## src/rtl/enemy_lane_mover.sv

```systemverilog
// enemy_lane_mover: horizontal mover for one enemy sprite.
// While UpdateEnemy is high, a rate counter runs and every (PERIOD >> speed_sel)
// enabled cycles x steps one pixel in the current direction and
// doneUpdateEnemy pulses for one cycle. restart reloads the start position.
// Optional feature macro: ENEMY_BOUNCE_EN (defined: reflect at the limits,
// undefined: wrap to the opposite limit with a fixed direction).
//
// Handshake: UpdateEnemy is a level request held by the control FSM until it
// sees doneUpdateEnemy; doneUpdateEnemy is a registered one-cycle pulse issued
// on the cycle after the edge where a step (or reflection) is committed.

module enemy_lane_mover #(
    parameter int         X_W       = 8,
    parameter int         Y_W       = 7,
    parameter int         START_X   = 130,
    parameter int         START_Y   = 85,
    parameter int         LEFT_LIM  = 0,
    parameter int         RIGHT_LIM = 159,
    parameter int         START_DIR = 0,
    parameter int         PERIOD    = 250000,
    parameter int         CNT_W     = 18,
    parameter logic [2:0] COLOUR    = 3'b100
) (
    input  logic           clk,
    input  logic           reset,
    input  logic           restart,
    input  logic           UpdateEnemy,
    input  logic [1:0]     speed_sel,
    output logic [2:0]     enemy_colour,
    output logic           doneUpdateEnemy,
    output logic [X_W-1:0] enemy_x,
    output logic [Y_W-1:0] enemy_y,
    output logic           enemy_dir
);

    localparam logic [X_W-1:0]   START_X_V = X_W'(START_X);
    localparam logic [Y_W-1:0]   START_Y_V = Y_W'(START_Y);
    localparam logic [X_W-1:0]   LEFT_V    = X_W'(LEFT_LIM);
    localparam logic [X_W-1:0]   RIGHT_V   = X_W'(RIGHT_LIM);
    localparam logic             DIR_V     = 1'(START_DIR);
    localparam logic [X_W-1:0]   ONE_X     = X_W'(1);
    localparam logic [CNT_W-1:0] ONE_C     = CNT_W'(1);

    // Terminal counts for the four speed settings (count runs 0..T).
    localparam logic [CNT_W-1:0] T0 = CNT_W'((PERIOD >> 0) - 1);
    localparam logic [CNT_W-1:0] T1 = CNT_W'((PERIOD >> 1) - 1);
    localparam logic [CNT_W-1:0] T2 = CNT_W'((PERIOD >> 2) - 1);
    localparam logic [CNT_W-1:0] T3 = CNT_W'((PERIOD >> 3) - 1);

    logic [CNT_W-1:0] cnt_q,  cnt_d;
    logic [X_W-1:0]   x_q,    x_d;
    logic [Y_W-1:0]   y_q,    y_d;
    logic             dir_q,  dir_d;
    logic             done_q, done_d;
    logic [CNT_W-1:0] target;

    // Select the terminal count; a speed change applies on the very next edge.
    always_comb begin
        target = T0;
        case (speed_sel)
            2'd0:    target = T0;
            2'd1:    target = T1;
            2'd2:    target = T2;
            default: target = T3;
        endcase
    end

    // Next-state: restart beats the request; a paused request freezes the count.
    always_comb begin
        cnt_d  = cnt_q;
        x_d    = x_q;
        y_d    = y_q;
        dir_d  = dir_q;
        done_d = 1'b0;
        if (restart) begin
            cnt_d = '0;
            x_d   = START_X_V;
            y_d   = START_Y_V;
            dir_d = DIR_V;
        end else if (UpdateEnemy) begin
            if (cnt_q < target) begin
                cnt_d = cnt_q + ONE_C;
            end else begin
                cnt_d  = '0;
                done_d = 1'b1;
`ifdef ENEMY_BOUNCE_EN
                if (!dir_q) begin
                    if (x_q == LEFT_V) begin
                        dir_d = 1'b1;
                        x_d   = LEFT_V + ONE_X;
                    end else begin
                        x_d = x_q - ONE_X;
                    end
                end else begin
                    if (x_q == RIGHT_V) begin
                        dir_d = 1'b0;
                        x_d   = RIGHT_V - ONE_X;
                    end else begin
                        x_d = x_q + ONE_X;
                    end
                end
`else
                if (!dir_q) begin
                    x_d = (x_q == LEFT_V) ? RIGHT_V : (x_q - ONE_X);
                end else begin
                    x_d = (x_q == RIGHT_V) ? LEFT_V : (x_q + ONE_X);
                end
`endif
            end
        end
    end

    // State registers with asynchronous reload to the start position.
    always_ff @(posedge clk or posedge reset) begin
        if (reset) begin
            cnt_q  <= '0;
            x_q    <= START_X_V;
            y_q    <= START_Y_V;
            dir_q  <= DIR_V;
            done_q <= 1'b0;
        end else begin
            cnt_q  <= cnt_d;
            x_q    <= x_d;
            y_q    <= y_d;
            dir_q  <= dir_d;
            done_q <= done_d;
        end
    end

    assign enemy_colour    = COLOUR;
    assign doneUpdateEnemy = done_q;
    assign enemy_x         = x_q;
    assign enemy_y         = y_q;
    assign enemy_dir       = dir_q;

endmodule

```

## config.mk

```make
export PLATFORM = sky130hd
export DESIGN_NAME = enemy_lane_mover
export DESIGN_NICKNAME = d
export VERILOG_FILES = /design/src/rtl/enemy_lane_mover.sv
export SDC_FILE = /design/constraint.sdc
export NUM_CORES = 1
export LEC_CHECK = 0
export CAP_MARGIN = 20
export CORE_ASPECT_RATIO = 0.8
export CORE_MARGIN = 1
export CORE_UTILIZATION = 25
export DETAILED_ROUTE_END_ITERATION = 6
export GPL_TIMING_DRIVEN = 1
export PLACE_DENSITY = 0.45
export SLEW_MARGIN = 20
export SYNTH_ARGS = -nofsm -noshare
export SYNTH_HDL_FRONTEND = slang
export SYNTH_SLANG_ARGS = --single-unit
```

## constraint.sdc

```tcl
create_clock -name clk -period 2.4 [get_ports clk]
set_input_delay 0.72 -clock clk [delete_from_list [all_inputs] [get_ports clk]]
set_output_delay 0.72 -clock clk [all_outputs]
set_load 0.005 [all_outputs]
```

# Word level (Yosys, flattened, before mapping)

Index checks and enable logic that the tools add are counted.

Register bits after elaboration: 27
Input bits: 6
Output and inout bits: 20
Word-level logic and storage cells: 24

$add $sub $neg: 2
Magnitude comparators: 1
Equal/unequal tests: 3
Multiplexer cells: 11
Reductions and logical operators: 4

Operator list:

| cell                                                               | number |
|---|---|
| 18-bit 2-to-1 mux                                                  | 3 |
| 18-bit one-hot mux with 3 select lines                             | 1 |
| 8-bit 2-to-1 mux                                                   | 4 |
| 18-bit by 1-bit adder with 18-bit output, second input constant    | 1 |
| 18-bit < comparator                                                | 1 |
| 8-bit logical NOT                                                  | 1 |
| 8-bit by 1-bit subtractor with 8-bit output, second input constant | 1 |
| 1-bit 2-to-1 mux                                                   | 3 |
| 2-bit by 1-bit == test with 1-bit output, second input constant    | 1 |
| 2-bit == test, second input constant                               | 1 |
| 2-bit logical NOT                                                  | 1 |
| 2-bit != test, second input constant                               | 1 |
| 2-bit AND reduction                                                | 1 |
| 2-bit nonzero test                                                 | 1 |

# Longest topological paths before layout

Gate-level depths: netlist of run 1.

Depth after elaboration: 6
Mapped depth: 9
Depth with buffers taken out: 8

# Worst setup path after synthesis of run 1

Ideal clock, no wire load.

Path kind: input -> register
Start point: input speed_sel[1]
End point: register cnt_q[16]
Library setup time: 0.082 ns
Data arrival time: 2.604 ns
Required time: 2.318 ns
Slack: -0.286 ns
Stages on the path: 7
Path buffers: 0
Cell sequence: or2_2 > ha_1 > and4_4 > a221oi_2 > o211ai_1 > or4_1 > a31oi_1

Word-level cells in the longest chain between the ends: 6
Elaborated cells between the ends (all ways): 8
Those cells by class: 1 x order compare; 2 x eq/ne; 4 x mux; 1 x reduce/logical

RTL lines:

| what                                     | line | RTL |
|---|---|---|
| start: declaration                       | 28   | `input logic [1:0] speed_sel,` |
| 2-bit == test (tied with other cells)    | 60   | `case (speed_sel)` |
| 18-bit one-hot mux with 3 select lines * | 60   |  |
| 18-bit < comparator *                    | 81   | `if (cnt_q < target) begin` |
| 18-bit 2-to-1 mux *                      | 81   |  |
| 18-bit 2-to-1 mux *                      | 80   | `end else if (UpdateEnemy) begin` |
| 18-bit 2-to-1 mux *                      | 75   | `if (restart) begin` |
| end signal: assignment                   | 122  | `cnt_q <= cnt_d;` |
| end: declaration                         | 50   | `logic [CNT_W-1:0] cnt_q, cnt_d;` |

Mark *: on every way between the ends. The rest lies on a longest branch, timed or not. The select of a mux whose other input is x is not followed.
A chain may end at the register's enable or synchronous reset.

# Worst setup path after layout of run 1

Start point: input speed_sel[1]
End point: register cnt_q[0]

Same word-level chain as after synthesis.

==> impl_metrics.env, run 1 <==
export IMPL_final_cells=377
export IMPL_hold_path_class="reg2reg"
export IMPL_final_period_utilization_pct=103.1
export IMPL_rsz0062_at_grt="yes"
export IMPL_initial_core_util_pct=26.60
export IMPL_utilization_pct=38.31
export IMPL_die_h_um=82.44
export IMPL_worstSkewPairLatency_ns=0.27
export IMPL_setup_slack_ns=-0.07502
export IMPL_cts_tree="yes"
export IMPL_cts_sinks=27
export IMPL_status="complete, but fails checks"
export IMPL_maxCapViolations=0
export IMPL_clockRootBuffer="clkbuf_8"
export IMPL_htreeDepth=1
export IMPL_ys_flop_type="dfrtp_1"
export IMPL_final_min_clock_period_ns=2.475
export IMPL_coreArea_um2=7602
export IMPL_cp_required_ns=2.61
export IMPL_ys_seq_area_share_pct=33.54
export IMPL_synth_cells=223
export IMPL_gp_congestion=0.7678
export IMPL_n_antenna_cell=0
export IMPL_io_pins=26
export IMPL_start_kind="input pin"
export IMPL_area_growth_pct=44.06
export IMPL_syn_area_um2=2022
export IMPL_min_delay_start="enemy_x[5]"
export IMPL_grt_max_degree=28
export IMPL_synth_edf_count=0
export IMPL_maxSlewHeadroom_pct=65.62
export IMPL_cts_made_buffers=3
export IMPL_dieArea_um2=8453
export IMPL_die_x_um=102.5
export IMPL_place_ws_ns=-0.9713
export IMPL_report_final_hold_viol_count=0
export IMPL_placed_area_um2=2529
export IMPL_violations="negative setup slack"
export IMPL_track_usage_pct=13.96
export IMPL_first_global_vias=1643
export IMPL_end_kind="register"
export IMPL_firstDrtPassIters=6
export IMPL_r2r_setup_slack_ns=0.21
export IMPL_worstMarginPinSlew_ns=0.5129
export IMPL_dp_hpwl_um=4011
export IMPL_crit_path_start="speed_sel[1]"
export IMPL_async_reset_ff_share_pct=100.0
export IMPL_fillers=758
export IMPL_crit_arrival_ns=2.68
export IMPL_drc_errors=0
export IMPL_ys_ff_latch=27
export IMPL_reg2reg_from="cnt_q[12]"
export IMPL_port_buffers=14
export IMPL_dp_cells=365
export IMPL_path_max_fanout=4
export IMPL_power_density_nw_per_um2=292.6
export IMPL_grt_overflow=0
export IMPL_grt_pass1_wl_um=8901
export IMPL_nNetsFinal=297
export IMPL_leakage_nw=1.231
export IMPL_vias=1764
export IMPL_max_freq_mhz=404.0
export IMPL_crit_type="in2reg"
export IMPL_peakVddDrop_mv=0.1748
export IMPL_drtAntennaViolNets=0
export IMPL_clock_skew_ns=0.004260
export IMPL_final_area_um2=2913
export IMPL_antenna_found_initial=0
export IMPL_setup_viol=23
export IMPL_synth_area_per_cell_um2=9.067
export IMPL_clkTransAtPathRegs_ns=0.09
export IMPL_drive_above_1_share_pct=36.40
export IMPL_drt_iter0_drc=96
export IMPL_clockBufferDepth=2
export IMPL_fp_row_count=28
export IMPL_wirelength_um=5577
export IMPL_ys_types=57
export IMPL_maxSlewViolCount=0
export IMPL_via_per_inst=4.679
export IMPL_yosysWarnings=0
export IMPL_wl_per_cell_um=14.79
[cell families after synthesis]
logic type / Yosys count / synth area share [%]
DFF: 27 / 33.54
AOI/OAI and AO/OA: 41 / 16.65
buffers and inverters: 32 / 8.539
other: 2 / 0.3714
and+or+nand+nor: 89 / 23.64
muxes: 1 / 0.4951
adders and majority gates: 18 / 11.14
xor gates and xnor gates: 13 / 5.631
[where the power goes]
part | switching (mW) | internal, mW | total, mW
Clock | 0.144 | 0.119 | 0.264
Combinational | 0.0712 | 0.0556 | 0.127
Sequential | 0.00429 | 0.458 | 0.462
[metrics by stage]
stage               hold slack (ns)  total power [mW]  setup TNS (ns)
floorplan                    0.5435            0.5353          -1.730
global placement             0.5781            0.5761          -22.96
detailed placement           0.5750            0.5751          -22.99
CTS                          0.5980            0.8523         -0.4509
global route                 0.6228            0.9018          -1.854
finish                       0.5943            0.8522         -0.7740
[area by class of cell]
| cell class | count | area [um^2] | share of cell area (%) |
|---|---|---|---|
| Timing Repair Buffer | 56 | 508.0 | 17.44 |
| Inverter | 12 | 45.04 | 1.546 |
| Multi-Input combinational cell | 173 | 1505 | 51.68 |
| Tap cell | 105 | 131.4 | 4.510 |
| Sequential cell | 27 | 678.2 | 23.28 |
| Clock buffer | 4 | 45.04 | 1.546 |
[worst max-delay path: stages]
cell and delay, ns:
buf_6 0.10, or2_4 0.27, buf_12 0.14, ha_4 0.22
nand2_1 0.11, nor3_4 0.07, o311a_4 0.39, or4_4 0.54
a21oi_2 0.13
[cells in the mapped netlist, drive strengths merged (2+ instances only)]
cell      n  area share (%)
xnor2     4             1.7
o211a     2            0.99
and2      2            0.68
nor2     18             3.3
inv      11             2.0
a21oi     7             1.9
and4      2            0.99
a2111oi   2            0.87
nand2b    2            0.62
or4       3             1.3
dfstp     2             2.6
and3      4             1.3
buf      16             5.6
conb      2            0.37
a211oi    6             3.0
xor2      9             3.9
nand4     5             1.9
nand2    20             3.7
a21o      3             1.1
o211ai    5             1.9
nand3     9             2.2
clkbuf    4            0.74
nor3     17             4.7
o221a     3             1.7
ha       18              11
o2111ai   3             1.3
o21ai     3            0.74
dfrtp    25              31
[state kept, by name, summed over array words and instances (netlist names)]
name             cells
enemy_x              8
doneUpdateEnemy      1
cnt_q               18
[worst paths after layout]
check,to,cells after the start
setup / recovery,cnt_q[0],9
hold / removal,enemy_x[5],2
setup reg to reg,enemy_x[6],7
hold reg to reg,enemy_x[5],2
max in group asynchronous,enemy_x[1],3
min in group asynchronous,cnt_q[1],3
[repair_timing]
| action | 4_1_cts | 5_1_grt |
|---|---|---|
| resized for setup | 43 | 23 |
| pin swaps | 21 | 18 |
| endpoints found under the setup margin | 27 | 26 |
| gates cloned | 2 | 0 |
| setup buffers | 4 | 2 |
| hold buffers | 0 | 0 |
[routing by layer]
layer	routed length [um]	vias to the layer above	global-route usage [%]	share of wire, %
met2	2465	22	21.47	44
met1	2944	849	20.33	53
met3	93	5	2.020	1.7
met5	0	-	0	0
li1	-	888	-	-
met4	74	0	3.429	1.3
[cells in the final DEF, fill, tap and decap left out, types with 3 or more instances in the layout]
master,count
nor3_4,4
clkdlybuf4s50_1,12
ha_4,4
buf_6,8
o2111ai_1,3
a21oi_1,3
conb_1,11
inv_1,10
ha_1,14
o211ai_1,5
dfrtp_1,25
nor2_1,17
and3_1,3
clkbuf_8,3
buf_4,33
xnor2_1,4
a211oi_2,3
a21o_1,3
nand2_1,18
nor3_2,12
o21ai_1,3
nand3_1,9
nand4_1,4
xor2_1,9
Note: power is estimated with default switching activity, not from simulation.
==> run 2: changes to the inputs <==
--- a/constraint.sdc
+++ b/constraint.sdc
@@ -3,2 +3,2 @@
 set_output_delay 0.72 -clock clk [all_outputs]
-set_load 0.005 [all_outputs]
+set_load 0.02 [all_outputs]
==> run 2 against run 1 <==
  * The flow still finishes with violations (negative setup slack)
  * Worst setup slack worse by 0.016 ns
  * Sequential share of layout area up 0.14 points
  * Hold slack better by 0.0016 ns
==> impl_metrics.env, run 2 (same netlist as run 1, synthesis figures left out) <==
export IMPL_clockBufferDepth=2
export IMPL_clkTransAtPathRegs_ns=0.09
export IMPL_drc_errors=0
export IMPL_r2r_cells=7
export IMPL_nNetsFinal=297
export IMPL_status="complete, but fails checks"
export IMPL_power_density_nw_per_um2=295.9
export IMPL_grt_overflow=0
export IMPL_hold_end="cnt_q[1]"
export IMPL_final_cells=377
export IMPL_hold_path_class="reg2reg"
export IMPL_clock_skew_ns=0.006213
export IMPL_violations="negative setup slack"
export IMPL_start_kind="input pin"
export IMPL_dp_cells=365
export IMPL_coreArea_um2=7602
export IMPL_fp_row_count=28
export IMPL_final_common_cell="buf_4"
export IMPL_cts_sinks=27
export IMPL_place_ws_ns=-0.9552
export IMPL_grt_pass1_wl_um=9225
export IMPL_cts_tree="yes"
export IMPL_leakage_nw=1.208
export IMPL_first_global_vias=1739
export IMPL_peakVddDrop_mv=0.1667
export IMPL_grt_max_degree=28
export IMPL_path_max_fanout=4
export IMPL_maxSlewViolCount=0
export IMPL_maxCapViolations=0
export IMPL_cp_required_ns=2.55
export IMPL_htreeDepth=1
export IMPL_hold_ws_ns=0.5959
export IMPL_port_buffers=14
export IMPL_final_period_utilization_pct=103.8
export IMPL_r2r_setup_slack_ns=0.20
export IMPL_largest_reg_flops=18
export IMPL_crit_type="in2reg"
export IMPL_drtAntennaViolNets=0
export IMPL_max_freq_mhz=401.4
export IMPL_worstSkewPairLatency_ns=0.27
export IMPL_initial_core_util_pct=26.60
export IMPL_min_delay_start="cnt_q[1]"
export IMPL_setup_viol=22
export IMPL_regMostFlops="cnt_q"
export IMPL_end_kind="register"
export IMPL_power_mw=0.8567
export IMPL_n_antenna_cell=0
export IMPL_via_per_inst=4.676
export IMPL_firstDrtPassIters=4
export IMPL_final_cell_mix="buf_4 (32), dfrtp_1 (25), nand2_1 (19)"
export IMPL_final_min_clock_period_ns=2.491
export IMPL_drive_above_1_share_pct=36.40
export IMPL_drt_iter0_drc=91
export IMPL_gp_congestion=0.7805
export IMPL_crit_path_start="speed_sel[0]"
export IMPL_area_growth_pct=43.19
export IMPL_min_path_cells=2
export IMPL_die_h_um=82.44
export IMPL_vias=1763
export IMPL_wl_per_cell_um=15.02
export IMPL_wirelength_um=5661
export IMPL_die_x_um=102.5
export IMPL_clockRootBuffer="clkbuf_8"
export IMPL_io_pins=26
export IMPL_track_usage_pct=14.19
export IMPL_multiInputGateArea_um2=1484
export IMPL_setup_slack_ns=-0.09136
export IMPL_antenna_found_initial=0
export IMPL_fillers=742
export IMPL_reg2reg_from="cnt_q[10]"
export IMPL_ff_latch_area_um2=678.2
export IMPL_rsz0062_at_grt="yes"
export IMPL_cts_made_buffers=3
export IMPL_regToRegEndpoint="enemy_x[0]"
export IMPL_dp_hpwl_um=4032
export IMPL_report_final_hold_viol_count=0
export IMPL_crit_arrival_ns=2.65
export IMPL_dieArea_um2=8453
-- run 2: cell count changes in the layout (fill, tap and decap cells not counted), moves of 2 or more --
cell,change
nor2_2,+3
a21oi_1,+2
nor2_1,-2
nor3_2,+2
nor3_4,-2
-- run 2: through the flow --
step                      TNS [ns]  cell area [um^2]  util [%]
after floorplan             -1.730              2126         -
after global placement      -23.36              2529     33.26
after detailed placement    -22.84              2529     33.26
after CTS                  -0.4310              2779     36.55
after global routing        -2.078              2895     38.08
final                      -0.7989              2895     38.08
-- run 2: layer usage --
| metal | part of all wire [%] | wire length (um) | track usage [%] |
|---|---|---|---|
| met5 | 0 | 0 | 0 |
| met4 | 0.60 | 34 | 2.143 |
| met3 | 1.9 | 108 | 1.515 |
| met2 | 46 | 2621 | 22.73 |
| met1 | 51 | 2897 | 20.77 |
-- run 2: worst max path at each step --
stage / endpoint / slack [ns] / cells past startpoint
global route: enemy_x[6] / -0.15 / 10
floorplan: cnt_q[16] / -0.12 / 7
global placement: cnt_q[14] / -0.98 / 9
finish: enemy_x[0] / -0.09 / 11
CTS: cnt_q[16] / -0.1 / 9
detailed placement: cnt_q[13] / -0.96 / 9
-- run 2: repair_timing --
action | in CTS | in global routing
setup endpoints to repair | 27 | 27
hold endpoints to repair | 0 | 0
pin swaps | 26 | 22
gates cloned | 2 | 0
resized for setup | 38 | 25
setup buffers | 5 | 1
hold buffers | 0 | 0
-- run 2: where the power goes --
group	internal [mW]	switching, mW	leakage [nW]
clock	0.119	0.141	0.0228
sequential	0.457	0.00336	0.369
combinational	0.0550	0.0810	0.816
-- run 2: final cells by class --
class                   count  area share, %
well taps                 105          4.538
flip-flops and latches     27          23.42
multi-input cells         173          51.25
repair buffers             56          17.59
inverters                  12          1.642
clock buffers               4          1.556
-- run 2: critical path, cell delays in order --
cell	delay (ns)
buf_8	0.10
buf_6	0.11
nand2b_4	0.08
inv_4	0.04
ha_4	0.27
nand3_4	0.08
or3_4	0.38
o211a_4	0.28
buf_6	0.14
a2111oi_4	0.35
a211oi_2	0.07
==> run 3: changes to the inputs <==
- HOLD_SLACK_MARGIN: default -> 0.02
==> results of run 3 <==
The final DEF is identical to that of run 2; final timing and power are the same.
